## src/rtl/regfile_dump.sv

```systemverilog
// Debug read-out of the integer register file: halts the core, streams x0..x31 on valid/ready.
// Ports: clk/rst, start, halt_req/halt_ack, rf_ra/rf_rd, m_valid/m_ready/m_data/m_index/m_last, busy, done. Option: REGFILE_DUMP_PREFETCH_EN.
module regfile_dump #(
  parameter int DATA_W   = 32,
  parameter int ADDR_W   = 5,
  parameter int NUM_REGS = 32
) (
  input  logic              clk,
  input  logic              rst,
  input  logic              start,
  output logic              halt_req,
  input  logic              halt_ack,
  output logic [ADDR_W-1:0] rf_ra,
  input  logic [DATA_W-1:0] rf_rd,
  output logic              m_valid,
  input  logic              m_ready,
  output logic [DATA_W-1:0] m_data,
  output logic [ADDR_W-1:0] m_index,
  output logic              m_last,
  output logic              busy,
  output logic              done
);

  typedef enum logic [2:0] {
    IDLE,
    HALT_WAIT,
    READ,
    SEND,
    DONE
  } state_t;

  localparam logic [ADDR_W-1:0] LAST = ADDR_W'(NUM_REGS - 1);

  state_t            state;
  logic [ADDR_W-1:0] idx;
  logic [ADDR_W-1:0] idx_nx;
  logic              hs;

  assign idx_nx = idx + ADDR_W'(1);
  assign hs     = m_valid && m_ready;

  always_ff @(posedge clk or posedge rst) begin
    if (rst) begin
      state    <= IDLE;
      idx      <= '0;
      halt_req <= 1'b0;
      rf_ra    <= '0;
      m_valid  <= 1'b0;
      m_data   <= '0;
      m_index  <= '0;
      m_last   <= 1'b0;
      busy     <= 1'b0;
      done     <= 1'b0;
    end else begin
      done <= 1'b0;
      unique case (state)
        IDLE: begin
          if (start) begin
            state    <= HALT_WAIT;
            halt_req <= 1'b1;
            busy     <= 1'b1;
            idx      <= '0;
            rf_ra    <= '0;
          end
        end
        HALT_WAIT: begin
          if (halt_ack) state <= READ;
        end
        READ: begin
          m_data  <= rf_rd;
          m_index <= idx;
          m_last  <= (idx == LAST);
          m_valid <= 1'b1;
          state   <= SEND;
`ifdef REGFILE_DUMP_PREFETCH_EN
          // point the port at the next word so it is ready at the handshake
          if (idx != LAST) rf_ra <= idx_nx;
`endif
        end
        SEND: begin
          if (hs) begin
            if (idx == LAST) begin
              m_valid <= 1'b0;
              m_last  <= 1'b0;
              done    <= 1'b1;
              state   <= DONE;
            end else begin
`ifdef REGFILE_DUMP_PREFETCH_EN
              m_data  <= rf_rd;
              m_index <= idx_nx;
              m_last  <= (idx_nx == LAST);
              idx     <= idx_nx;
              if (idx_nx != LAST) rf_ra <= idx_nx + ADDR_W'(1);
`else
              idx     <= idx_nx;
              rf_ra   <= idx_nx;
              m_valid <= 1'b0;
              state   <= READ;
`endif
            end
          end
        end
        DONE: begin
          halt_req <= 1'b0;
          busy     <= 1'b0;
          state    <= IDLE;
        end
        default: state <= IDLE;
      endcase
    end
  end

endmodule

```

## config.mk

```make
export PLATFORM = sky130hd
export DESIGN_NAME = regfile_dump
export DESIGN_NICKNAME = d
export VERILOG_FILES = /design/src/rtl/regfile_dump.sv
export SDC_FILE = /design/constraint.sdc
export NUM_CORES = 1
export LEC_CHECK = 0
export BUFFER_PORTS_ARGS = -buffer_cell sky130_fd_sc_hd__buf_2
export CAP_MARGIN = 10
export CORE_ASPECT_RATIO = 1.25
export CORE_MARGIN = 5
export CORE_UTILIZATION = 36
export DETAILED_ROUTE_END_ITERATION = 10
export GPL_TIMING_DRIVEN = 0
export PLACE_DENSITY_LB_ADDON = 0.08
export SETUP_SLACK_MARGIN = 0.2
export SLEW_MARGIN = 20
export SYNTH_ARGS = -nofsm -noshare
export SYNTH_HDL_FRONTEND = slang
export SYNTH_SLANG_ARGS = --single-unit
```

## constraint.sdc

```tcl
create_clock -name clk -period 3.2 [get_ports clk]
set_clock_uncertainty 0.1 [all_clocks]
set_input_delay 0.16 -clock clk [delete_from_list [all_inputs] [get_ports clk]]
set_output_delay 0.16 -clock clk [all_outputs]
set_load 0.005 [all_outputs]
```

Word-level counts from Yosys, hierarchy flattened
Index checks and enable logic that the tools add are counted.

cells by class
  add/sub/neg operators = 1
  equality and inequality tests = 10
  multiplexer cells = 19
  reduce and logical (&&, ||, !) cells = 10

operators by type and width
  cell                                           count
  2-to-1 mux 5 bit                               3
  2-to-1 mux 3 bit                               4
  one-hot mux 3 bit (4 select lines)             1
  inequality test 2 bit, second input constant   5
  one-hot mux 5 bit (2 select lines)             1
  2-to-1 mux 1 bit                               7
  == test 3 x 2 -> 1 bit, second input constant  2
  one-hot mux 1 bit (2 select lines)             3
  AND reduction 3 bit                            2
  nonzero test 2 bit                             3
  adder 5 x 1 -> 5 bit, second input constant    1
  == test 5 bit, second input constant           1
  AND reduction 2 bit                            2
  AND reduction 4 bit                            1
  == test 3 x 1 -> 1 bit, second input constant  1
  == test 3 bit, second input constant           1
  logical NOT 3 bit                              1
  logical AND 1 bit                              1

word-level totals
  flip-flop bits (word level) = 49
  input port bits = 37

Longest topological paths before layout
Gate-level depths: netlist of run 1.

  depth in word-level cells = 4
  gate-level depth with buffers = 6
  depth with buffers taken out = 6

Least setup slack after synthesis of run 1
OpenSTA, ideal clock, no wires.

  kind = reg-to-reg
  start = reg idx[0]
  end = reg idx[1]
  setup time = 0.125 ns
  arrival = 1.752 ns
  required time = 2.975 ns
  path slack = 1.223 ns
  stages on the path, launching flop included = 7
  buffers on the path = 0
  clock period less this slack = 1.977 ns
  cells stage by stage = dfrtp_1 ha_1 and3_1 ha_1 and3b_1 a32o_2 mux2_4

on the way
  longest elaborated chain between the ends = 4
  elaborated cells on any way between the ends = 7
  classes of those cells = add/sub: 1; eq/ne: 2; mux: 3; reduce/logical: 1

ends and longest elaborated chain
  element                             line  RTL
  start: declaration                  35    logic [ADDR_W-1:0] idx;
  start signal: assignment            95    idx <= idx_nx;
  adder 5 x 1 -> 5 bit                39    assign idx_nx = idx + ADDR_W'(1);
  2-to-1 mux 5 bit                    82    if (idx == LAST) begin
  2-to-1 mux 5 bit                    81    if (hs) begin
  one-hot mux 5 bit (2 select lines)  56    unique case (state)

Several ways; a longest one is shown, not always the timed one. The select of a mux whose other input is x is not followed.
A chain may end at the register's enable or synchronous reset.

Worst setup path in the final report of run 1
Same ends and word-level chain as after synthesis.

==> summary.md, run 1 <==
| Metric | Value |
|---|---|
| Post-synth EDFFs | 0 |
| Setup slack after layout | 1.04 ns |
| Largest net degree at the start of global routing | 33 |
| Synth Register Bits | 49 |
| Post-synth ARST share | 100% |
| Pre-antenna DRT Iters | 4 |
| Share of the clock period used by the worst path | 67.4% |
| Dominant synthesized flop cell | dfrtp_1 |
| Clk slew on worst S/H paths | 0.08 ns |
| Sequential cell area fraction in the yosys report | 61.8% |
| CP endpoint kind | register |
| Synthesized instance count | 136 |
| VDD IR max | 0.000406 V |
| Worst-Margin Slew | 0.418 ns |
| Detailed Route WL | 4610 µm |
| Min-delay worst type | in -> reg |
| Final setup fails | 0 |
| Via density | 4.72 |
| GP Congestion | 0.806 |
| Max Fclk | 463 MHz |
| Initial DRC count | 31 |
| H-tree depth | 2 |
| Hold_ws | 0.00966 ns |
| PD cells | 809 nW/µm² |
| Routing usage on met3 | 5.20% |
| Finished Layout Cells | 324 |
| Status | finished, final reports clean |
| # IOs | 84 |
| Hold Fails Final Rpt | 0 |
| Floorplan row count | 30 |
| Total CTS buffers | 5 |
| Syn_nets | 175 |
| Largest family of logic cells by synthesized area | multiplexers |
| Antenna Cells | 0 |
| Initial Util | 36.7% |
| Core Footprint | 5410 µm² |
| Period minus WS final | 2.16 ns |
| Synthesized-area fraction occupied by adder cells | 1.26% |
| Via count | 1,528 |
| XOR/XNOR share of the synthesized area | 0% |
| Most common cell after layout, fill and taps aside | buf_2 |
| GRT Max-Usage Layer | met2 |
| Worst r2r path cells | 6 |
| Worst-path maximum fanout | 5 |
| R2R setup slack | 1.04 ns |
| Routed Antenna Nets | 0 |
| DP Cell Count | 284 |
| Maximum Capacitance Violations | 0 |
| Setup TNS | 0 ns |
| Dpl ws | 1.07 ns |
| Hpwl dp | 3270 µm |
| WHS Endpoint | m_data[26] |
| Compound-gate portion of the synthesized area | 4.35% |
| Syn_area_per_cell | 14.6 µm² |
| Cells on Worst Hold Path | 2 |
| Grt ovf | 0 |
| Post-synthesis mux area share | 22.5% |
| Top post-synthesis cells by area | dfrtp_1 (62%), mux2_2 (16%), mux2_1 (4.5%) |
| Headroom to the max-slew limit | 72.1% |
| Leakage power | 1.44 nW |
| Final Max Tran Viols | 0 |
| Skew-Pair Late Insertion Delay | 0.29 ns |
| Total track usage | 13.6% |
| Crit Path Class | reg -> reg |
| Clock tree buffer depth | 2 |
| Arr. time, crit path | 2.24 ns |
| RSZ-0062 raised after global routing | false |
| Global Route met2 Usage | 23.4% |
| Min-delay src | rf_rd[26] |
| Crit Reg-Reg Startpoint | idx[0] |
| IO Port Bufs | 83 |
| First-pass GRT wire length | 7820 µm |
| Unique masters post-synth | 29 |
| DRC Markers | 0 |
| Number of global-route vias before repair | 1,604 |
| Die height | 93.0 µm |
| Antenna violations before repair | 0 |
| Worst EP required | 3.29 ns |
| TritonCTS clock tree | built |
| Commonest non-fill, non-tap cells in the layout | buf_2 (87), dfrtp_1 (49), dlygate4sd3_1 (32) |
| Mapped Area | 1980 µm² |
| FF-to-FF End | idx[1] |
| CTS Root Cell | clkbuf_8 |
| Synth top area share | 61.8% |
| Dominant cell type by area after synthesis | dfrtp_1 |
| Share of layout cells above drive strength 1 | 50.0% |
| Wire per inst | 14.2 µm |
| Worst setup SP type | register |
| Full die area | 7110 µm² |
| Fin nets | 298 |
| Synth Area in Simple Gates | 6.81% |
| Yosys warning total | 0 |
| Area grow syn2layout | 46.2% |
| Die width | 76.4 µm |
| GR Util met1 | 14.8% |
| Sink Count | 49 |
state kept, by name, indices dropped and copies added (netlist names):
name	count
m_index	5
m_last	1
idx	5
busy	1
state	3
done	1
m_valid	1
m_data	32
layer usage:
layer  wire, µm  part of all wire [%]  up-vias
met5          0                     0        -
met1       1760                    38      739
met4        116                   2.5        0
met3        299                   6.5       11
met2       2430                    53       51
li1           -                     -      727
worst max-delay path, cell delays in order (launching register included):
cell	delay, ns
dfrtp_1	0.42
ha_1	0.24
and3_1	0.19
ha_1	0.22
and3b_1	0.32
a32o_2	0.25
mux2_4	0.31
per-stage QoR:
| step | total power, mW | cell area, µm² | utilization (%) |
|---|---|---|---|
| final | 2.35 | 2900 | 53.7 |
| after detailed placement | 2.01 | 2500 | 46.3 |
| after global placement | 1.97 | 2480 | 45.9 |
| after CTS | 2.39 | 2900 | 53.7 |
| after global routing | 2.53 | 2900 | 53.7 |
| after floorplan | 1.59 | 1980 | - |
power breakdown:
part | internal, mW | switching (mW)
clock network | 0.156 | 0.188
registers | 0.898 | 0.152
logic | 0.565 | 0.389
repair_timing:
item / 4_1_cts / 5_1_grt
resized for setup: 0 / 0
hold buffers: 32 / 0
buffers inserted: 0 / 0
endpoints found under the hold margin: 48 / 0
endpoints found under the setup margin: 0 / 0
synthesized netlist by cell type, types with 4 or more instances:
library cell / instances
dfrtp_1: 49
mux2_2: 29
mux2_1: 8
a21oi_1: 4
a31oi_1: 4
buf_2: 4
inv_1: 4
worst max path at each step:
stage / start / slack, ns / depth (start not counted) / endpoint
after floorplan: idx[0] / 1.22 / 6 / idx[1]
after global placement: idx[0] / 1.07 / 6 / idx[1]
after detailed placement: idx[0] / 1.07 / 6 / idx[1]
after CTS: idx[0] / 1.05 / 6 / idx[1]
after global routing: idx[0] / 0.98 / 6 / idx[1]
final: idx[0] / 1.04 / 6 / idx[1]
layout make-up:
cell class | count | area (µm²)
fill | 471 | 2500
sequential | 49 | 1230
timing repair buffer | 116 | 756
multi-input combinational | 76 | 693
clock buffer | 8 | 80.1
tap | 64 | 80.1
buffer | 7 | 50.0
inverter | 4 | 15.0
logic make-up (layout without fill, tap and decap cells):
group | after synthesis | after routing
buffers and inverters | 11 | 135
AOI/OAI and AO/OA | 14 | 14
DFF | 49 | 49
and+or+nand+nor | 21 | 21
adders and majority gates | 2 | 2
muxes | 39 | 39
Power figures use the tool's default switching activity.
==> run 2: changes to the inputs <==
Settings changed: ABC_AREA from default to 1.
Clock period 3.2 ns to 2.2 ns, I/O delays scaled along.
==> run 2 against run 1 <==
Utilization up 0.17 points; global-route usage fell by 0.21 points; hold slack improved by 0.0034 ns; critical endpoint unchanged; sequential power is 40% higher; register-to-register slack got worse by 0.63 ns.
==> summary.md, run 2 <==
| Metric | Value |
|---|---|
| Status | finished, final reports clean |
| Post-synth EDFFs | 0 |
| Max Fclk | 560 MHz |
| Hold_ws | 0.0130 ns |
| Net Sw Power | 1.23 mW |
| H-tree depth | 2 |
| Switching Fraction | 31.6% |
| Synth top area share | 56.7% |
| Worst-path maximum fanout | 6 |
| Share of layout cells above drive strength 1 | 48.8% |
| Post-synthesis mux area share | 24.8% |
| Wire per inst | 13.9 µm |
| Dominant cell type by area after synthesis | dfrtp_1 |
| Crit-path max cell delay | 0.44 ns |
| Synth Register Bits | 49 |
| Via density | 4.53 |
| Initial DRC count | 49 |
| PD cells | 1250 nW/µm² |
| Area grow syn2layout | 44.8% |
| Via count | 1,609 |
| Crit Path Class | reg -> reg |
| Routed Antenna Nets | 0 |
| Worst EP required | 2.29 ns |
| Top cells by count, synth | dfrtp_1 (49), mux2_4 (35), nand2_1 (25), nor2_1 (11) |
| Largest family of logic cells by synthesized area | multiplexers |
| Slowest cell on crit path | dfrtp_1 |
| Leakage power | 1.68 nW |
| Largest regs | m_data: 32 flops, idx: 5 flops, m_index: 5 flops |
| Biggest register | m_data |
| Combinational share of power | 45.5% |
| Flop pwr share | 37.4% |
| Dominant synthesized flop cell | dfrtp_1 |
| Layout filler cell count | 508 |
| DRC Markers | 0 |
| Compound-gate portion of the synthesized area | 1.39% |
| Floorplan row count | 31 |
| TritonCTS clock tree | built |
| GP Congestion | 0.728 |
| Most common cell after layout, fill and taps aside | buf_2 |
| Min-delay worst type | in -> reg |
| Post-synth ARST share | 100% |
| # IOs | 84 |
| Skew-Pair Late Insertion Delay | 0.29 ns |
| Power share of the clock group | 17.1% |
| Syn_area_per_cell | 13.2 µm² |
| Antenna violations before repair | 0 |
| Fin nets | 327 |
| Worst-path cell chain | ha_1, nand2_1, nor2_1, ha_1, inv_1, nand2_1, nand2_2, nand2_2, nand2_1, nand2_1 |
| Period minus WS final | 1.79 ns |
| Detailed Route WL | 4940 µm |
| XOR/XNOR share of the synthesized area | 0.405% |
| Antenna Cells | 0 |
| Mapped Area | 2160 µm² |
| Hold Fails Final Rpt | 0 |
| Fin util | 53.8% |
| Setup TNS | 0 ns |
| Synthesized-area fraction occupied by adder cells | 1.16% |
| Headroom to the max-slew limit | 64.1% |
| Syn_nets | 203 |
| Sink Count | 49 |
| Top post-synthesis cells by area | dfrtp_1 (57%), mux2_4 (24%), nand2_1 (4.3%) |
| RSZ-0062 raised after global routing | false |
| Final Max Tran Viols | 0 |
| IO Port Bufs | 83 |
| Clk slew on worst S/H paths | 0.09 ns |
| Most common cell in the netlist | dfrtp_1 |
| Clock tree buffer depth | 2 |
| Sequential cell area fraction in the yosys report | 56.7% |
| DP Cell Count | 314 |
| Pwr Total | 3.91 mW |
| Worst-Margin Slew | 0.537 ns |
| Arr. time, crit path | 1.88 ns |
| Post-CTS setup buffer count | 0 |
| Largest register FFs | 32 |
| Unique masters post-synth | 19 |
| Share of the clock period used by the worst path | 81.2% |
| Number of global-route vias before repair | 1,710 |
| Yosys warning total | 0 |
| Largest net degree at the start of global routing | 27 |
| Initial Util | 37.2% |
| Grt ovf | 0 |
| Pre-antenna DRT Iters | 4 |
| Die height | 96.7 µm |
| Synth Area in Simple Gates | 11.2% |
| Synthesized instance count | 164 |
| Hpwl dp | 3370 µm |
| Commonest non-fill, non-tap cells in the layout | buf_2 (83), dfrtp_1 (49), mux2_4 (35) |
| Total CTS buffers | 5 |
| Full die area | 7670 µm² |
| Finished Layout Cells | 355 |
| Pint | 2.68 mW |
| First-pass GRT wire length | 8300 µm |
| VDD IR max | 0.000493 V |
| CP endpoint kind | register |
| Final setup fails | 0 |
| Core Footprint | 5820 µm² |
| Most Frequent Cell on Critical Path | nand2_1 |
| Total track usage | 13.4% |
| Worst setup SP type | register |
| Maximum Capacitance Violations | 0 |
| CTS Root Cell | clkbuf_8 |
| Die width | 79.3 µm |
==> run 2: cell types whose count changed after synthesis, moves of 4 or more <==
cell,before,now
a31oi_1,4,0
nand3_1,2,10
mux2_4,2,35
nand2_1,2,25
inv_1,4,10
buf_2,4,0
mux2_1,8,0
nor2_1,2,11
mux2_2,29,1
==> run 2: worst paths after layout <==
check	cells after the start	slack (ns)	from	endpoint
hold reg to reg	2	0.40	m_index[3]	m_index[3]
hold / removal	3	0.01	start	busy
setup reg to reg	10	0.41	idx[0]	idx[1]
setup / recovery	10	0.41	idx[0]	idx[1]
min in group asynchronous	3	0.31	rst	m_index[0]
max in group asynchronous	4	1.17	rst	m_data[3]
==> run 2: logic make-up (layout without fill, tap and decap cells) <==
group | count (synthesis) | in the layout
buffers and inverters | 16 | 141
XOR/XNOR | 1 | 1
multiplexers | 36 | 36
AO/OA/AOI/OAI | 6 | 6
flip-flops | 49 | 49
AND/OR/NAND/NOR | 54 | 54
adder cells (fa/ha/maj) | 2 | 2
==> run 2: metal layers <==
layer	vias up	part of all wire, %	track usage, %	wire length [µm]
li1	785	-	-	-
met1	764	43	16.5	2130
met2	51	49	22.3	2430
met3	9	5.6	3.35	277
met4	0	2.0	5.03	97
met5	-	0	0	0
==> run 2: through the flow <==
step / setup WS (ns) / area [µm²]
floorplan: 0.604 / 2160
global route: 0.255 / 3130
global placement: 0.0971 / 2660
detailed placement: 0.403 / 2680
CTS: 0.396 / 3130
finish: 0.413 / 3130
==> run 2: area by class of cell <==
class / count / area, µm² / area share [%]
Clock inverter: 2 / 37.5 / 1.20
Multi-Input combinational cell: 99 / 843 / 26.9
Timing Repair Buffer: 117 / 766 / 24.5
Sequential cell: 49 / 1230 / 39.2
Clock buffer: 6 / 82.6 / 2.64
Buffer: 5 / 52.6 / 1.68
Tap cell: 66 / 82.6 / 2.64
Inverter: 11 / 41.3 / 1.32
==> run 2: critical path: cells and delay by family (launching register included) <==
family	cells	cell delay (ns)
buffers and inverters	1	0.11
AND/OR/NAND/NOR	7	0.61
adder cells (fa/ha/maj)	2	0.41
flip-flops	1	0.44
==> run 2: power by group through the flow <==
stage	Combinational, mW	Sequential (mW)	Clock [mW]
floorplan	1.16	1.51	0
global placement	1.76	1.47	0
detailed placement	1.75	1.48	0
CTS	1.81	1.46	0.703
global route	1.94	1.52	0.736
finish	1.78	1.47	0.667
==> run 2: what timing repair did <==
| action | CTS | global route |
|---|---|---|
| hold buffers | 33 | 0 |
| resized for setup | 0 | 0 |
| hold endpoints to repair | 55 | 0 |
